**config.mk**
```make
export PLATFORM = sky130hd
export DESIGN_NAME = uart_tx
export DESIGN_NICKNAME = d
export VERILOG_FILES = /design/src/rtl/uart_pkg.sv /design/src/rtl/uart_baud_counter.sv /design/src/rtl/uart_tx.sv
export SDC_FILE = /design/constraint.sdc
export NUM_CORES = 1
export LEC_CHECK = 0
export ABC_AREA = 1
export BUFFER_PORTS_ARGS = -buffer_cell sky130_fd_sc_hd__buf_2
export CORE_MARGIN = 8
export CORE_UTILIZATION = 40
export CTS_BUF_LIST = sky130_fd_sc_hd__clkbuf_4
export DETAILED_ROUTE_END_ITERATION = 8
export PLACE_DENSITY_LB_ADDON = 0.15
export SETUP_SLACK_MARGIN = 0.1
export SLEW_MARGIN = 20
export SYNTH_ARGS = -nofsm -noshare
export SYNTH_HDL_FRONTEND = slang
export SYNTH_SLANG_ARGS = --single-unit
```
**constraint.sdc**
```tcl
create_clock -name clk -period 2.45 [get_ports clk]
set_clock_uncertainty 0.1 [all_clocks]
set_input_delay 0.49 -clock clk [delete_from_list [all_inputs] [get_ports clk]]
set_output_delay 0.49 -clock clk [all_outputs]
set_load 0.005 [all_outputs]
```
**src/rtl/uart_pkg.sv**
```systemverilog
// Shared UART definitions for the transmit and receive paths: FSM states, frame width, line levels.
// The PARITY state is only used by builds that define UART_TX_PARITY_EN.
package uart_pkg;

  localparam int DATA_BITS = 8;

  localparam logic LINE_IDLE  = 1'b1;
  localparam logic LINE_START = 1'b0;

  typedef enum logic [2:0] {
    IDLE,
    START,
    DATA,
    PARITY,
    STOP
  } uart_state_e;

endpackage

```
**src/rtl/uart_baud_counter.sv**
```systemverilog
// Bit-period counter. It counts 0..CLKS_PER_BIT-1 and flags the last cycle of each bit.
// clear holds the count at 0; bit_done is a decode of the registered count.
module uart_baud_counter #(
  parameter int CLKS_PER_BIT = 16
) (
  input  logic clk,
  input  logic rst_n,
  input  logic clear,
  output logic bit_done
);

  localparam int W = (CLKS_PER_BIT > 1) ? $clog2(CLKS_PER_BIT) : 1;
  localparam logic [W-1:0] LAST = W'(CLKS_PER_BIT - 1);

  logic [W-1:0] cnt_q, cnt_d;

  assign bit_done = (cnt_q == LAST);

  always_comb begin
    cnt_d = cnt_q + 1'b1;
    if (clear || bit_done) cnt_d = '0;
  end

  always_ff @(posedge clk or negedge rst_n) begin
    if (!rst_n) cnt_q <= '0;
    else        cnt_q <= cnt_d;
  end

endmodule

```
**src/rtl/uart_tx.sv**
```systemverilog
// UART transmitter: one byte per valid/ready handshake, sent 8N1 (8E1 with UART_TX_PARITY_EN).
// Frame is 10 (or 11) bit periods; tx_ready is high only in IDLE, so there is one idle cycle between frames.
module uart_tx
  import uart_pkg::*;
#(
  parameter int CLKS_PER_BIT = 16
) (
  input  logic                 clk,
  input  logic                 rst_n,
  input  logic [DATA_BITS-1:0] tx_data,
  input  logic                 tx_valid,
  output logic                 tx_ready,
  output logic                 tx,
  output logic                 busy
);

  localparam int IDX_W = $clog2(DATA_BITS);
  localparam logic [IDX_W-1:0] LAST_IDX = IDX_W'(DATA_BITS - 1);

  uart_state_e          state_q;
  logic [DATA_BITS-1:0] shift_q;
  logic [IDX_W-1:0]     bit_idx_q;
  logic                 tx_q;
  logic                 busy_q;
  logic                 bit_done;
`ifdef UART_TX_PARITY_EN
  logic                 parity_q;
`endif

  // The counter is held at 0 in IDLE, so the start bit gets a full period from acceptance.
  uart_baud_counter #(
    .CLKS_PER_BIT(CLKS_PER_BIT)
  ) u_baud (
    .clk      (clk),
    .rst_n    (rst_n),
    .clear    (state_q == IDLE),
    .bit_done (bit_done)
  );

  assign tx_ready = (state_q == IDLE);
  assign tx       = tx_q;
  assign busy     = busy_q;

  always_ff @(posedge clk or negedge rst_n) begin
    if (!rst_n) begin
      state_q   <= IDLE;
      shift_q   <= '0;
      bit_idx_q <= '0;
      tx_q      <= LINE_IDLE;
      busy_q    <= 1'b0;
`ifdef UART_TX_PARITY_EN
      parity_q  <= 1'b0;
`endif
    end else begin
      case (state_q)
        IDLE: begin
          if (tx_valid) begin
            shift_q   <= tx_data;
            bit_idx_q <= '0;
            tx_q      <= LINE_START;
            busy_q    <= 1'b1;
            state_q   <= START;
`ifdef UART_TX_PARITY_EN
            parity_q  <= ^tx_data;
`endif
          end
        end
        START: begin
          if (bit_done) begin
            tx_q    <= shift_q[0];
            state_q <= DATA;
          end
        end
        DATA: begin
          if (bit_done) begin
            shift_q   <= shift_q >> 1;
            bit_idx_q <= bit_idx_q + 1'b1;
            if (bit_idx_q == LAST_IDX) begin
`ifdef UART_TX_PARITY_EN
              tx_q    <= parity_q;
              state_q <= PARITY;
`else
              tx_q    <= LINE_IDLE;
              state_q <= STOP;
`endif
            end else begin
              tx_q <= shift_q[1];
            end
          end
        end
`ifdef UART_TX_PARITY_EN
        PARITY: begin
          if (bit_done) begin
            tx_q    <= LINE_IDLE;
            state_q <= STOP;
          end
        end
`endif
        STOP: begin
          if (bit_done) begin
            busy_q  <= 1'b0;
            state_q <= IDLE;
          end
        end
        default: begin
          tx_q    <= LINE_IDLE;
          busy_q  <= 1'b0;
          state_q <= IDLE;
        end
      endcase
    end
  end

endmodule

```
==> impl_results.md <==
- Outcome: finished clean
- Total gr overflow: 0
- Initial antenna violation count: 0
- IO Port Bufs: 13
- Critical-path cell list: nor2_4 -> nand2_1 -> inv_1 -> buf_2
- Gate Count Post-Synth: 133
- HP Class: in -> async
- Pin count of the biggest net entering global routing: 21
- Root buffer cell: clkbuf_4
- Fin nets: 163
- Crit path launch type: flip-flop
- First-pass GRT wire length: 3.456 mm
- Seq/Total Area, Yosys: 0.4740
- Highest net fanout along the worst path: 6
- Synth Register Bits: 20
- RSZ-0062 raised after global routing: no
- Req. time, crit path: 1.86 ns
- Via count: 846
- Synthesis-to-finish area growth: 10.28%
- # IOs: 14
- Initial core utilization: 0.4234
- 1st-iter DRT viols: 20
- Crit path buf inv count: 2
- Synth area leaders: dfrtp_1 45%, nand2_1 16%, inv_1 5.7%
- Die area: 4548 µm²
- EDFF count, synth: 0
- P_sw: 667.2 µW
- Yosys warning total: 0
- Detailed Place HPWL: 1.501 mm
- Post-layout util: 0.4670
- Final period util: 0.7535
- Pleak: 0.6527 nW
- Max incr delay on CP: 0.46 ns
- Die span in x: 67.44 µm
- Number of global-route vias before repair: 778
- Setup_tns: 0 ns
- Post-CTS Setup Inserts: 0
- Area leader, netlist: dfrtp_1
- Count leader, synth: nand2_1
- Share of cells above drive strength 1: 0.1892
- Maximum vdd drop: just under 0.6 mV
- Wire per inst: 10.78 µm
- Routability cong.: between 0.8 and 0.9
- P_int: 796.6 µW
- Comb power frac: 0.504
- Highest clock rate: 541.7 MHz
- Total core area: 2500 µm²
- Crit Path Category: reg -> out
- CTS tree: built
- Total GRT Usage: 0.09843
- Pwr Total: 1.464 mW
- Clock buffer depth: 2
- Slew @ Worst Pin: around 0.44 ns
- Hold buffer count at cts: 0
- Final setup violation count: 0
- H-tree Lvls: 1
- Clock network power share: 0.112
- # rows: 18
- Seq pwr share: 0.384
- Sink Count: 20
- Rel. slew slack: 0.7082
- Sw frac: 0.4558
- Crit. End Element: output pin
- Cell area after synthesis: 1059 µm²
- CTS resizes: 0
- Num CTS Buffers: 3
- Syn avg cell area: 7.959 µm²
- Syn Nets: 147
- Final min period: 1.846 ns
- Insertion delay to the later sink of the worst-skew pair: 0.30 ns
- Hold Vio Cnt, Final: 0
- Clock-pin slew on the worst setup and hold paths: 0.11 ns
- First-pass DRT Iterations: 4
- ANT cells: 0
- Slowest CP cell: dfrtp_1
- Die extent in y: between 60 and 70 µm
- Most common library cells after synthesis: 45 x nand2_1, 19 x dfrtp_1, 16 x inv_1
- Post-DRT Antenna Nets: 0
- Synth top area share: 0.4492
- Post-synth ARST share: 1.000
- Synth Flop Type: dfrtp_1
- Power Density: 1254 nW/µm²
- Via/cell ratio: between 4 and 5
- Filler cell count: 250
- Final Slew Violations: 0
- Post-route DRC: 0
- Critical path's top delay family: flip-flops
- WL final: 1.919 mm
- Worst EP arrival: ~1.3 ns
- Distinct cells, synth: 21
- Max Cap Viol: 0
routing by layer:
layer	vias up	global-route usage	wire length, µm
met3	2	0.04305	127
met1	374	0.1260	992
li1	449	-	-
met2	21	0.1493	785
met4	0	0.02350	13
met5	-	0	0
power by group through the flow:
| stage | registers, mW | logic [mW] | clock network (mW) |
|---|---|---|---|
| 6_report | 0.562 | 0.738 | 0.164 |
| 5_1_grt | 0.580 | 0.858 | 0.188 |
| 4_1_cts | 0.563 | 0.752 | 0.174 |
| 3_5_place_dp | 0.570 | 0.750 | 0 |
| 3_3_place_gp | 0.569 | 0.745 | 0 |
| 2_1_floorplan | 0.555 | 0.635 | 0 |
path summary, 6_finish.rpt:
check	startpoint	end	slack (ns)	cells after the start
worst max-delay path	state_q[2]	tx_ready	0.60	4
worst max register to register	state_q[2]	tx	0.81	7
min in group clk	tx_data[7]	shift_q[7]	0.32	3
worst min-delay path	rst_n	busy	0.008	1
max in group asynchronous	rst_n	tx	1.91	1
worst min register to register	u_baud.cnt_q[0]	u_baud.cnt_q[0]	0.37	1
state kept, by name (all words and copies together) (netlist names):
signal and cells:
bit_idx_q 3, busy 1, shift_q 8, state_q 3, tx 1, u_baud.cnt_q 4
area by class of cell:
cell class / instances / area, µm² / share of cell area
sequential: 20 / 501.7 / 0.4298
multi-input combinational: 94 / 473.0 / 0.4051
timing repair buffer: 13 / 65.06 / 0.05573
inverter: 17 / 63.81 / 0.05466
tap: 30 / 37.54 / 0.03215
clock buffer: 3 / 22.52 / 0.01929
clock inverter: 1 / 3.754 / 0.003215
logic make-up after synthesis:
family,after synthesis,synth area share
buf+inv,19,0.07919
simple gates,75,0.3144
xor+xnor,1,0.008276
flops,20,0.4740
fa+ha+maj,3,0.03546
compound gates,15,0.08864
per-stage QoR:
step | std cells | cell area, µm² | hold slack, ns | setup slack [ns]
floorplan | 133 | 1059 | 0.09441 | 1.038
global placement | 174 | 1141 | 0.3435 | 0.8042
detailed placement | 174 | 1141 | 0.3550 | 0.8374
CTS | 178 | 1167 | 0.02553 | 0.5778
global route | 178 | 1167 | 0.03304 | 0.4898
finish | 178 | 1167 | 0.007734 | 0.6039
placed cells by master, fill, tap and decap left out, types with 2 or more instances in the layout:
master	instances
clkbuf_4	3
nor2_1	12
nor2_4	2
ha_1	3
o21ai_0	9
nand3_1	10
o21ai_2	5
inv_1	16
dfrtp_1	19
buf_2	13
nand2_1	45
Note: power is estimated with default switching activity, not from simulation.
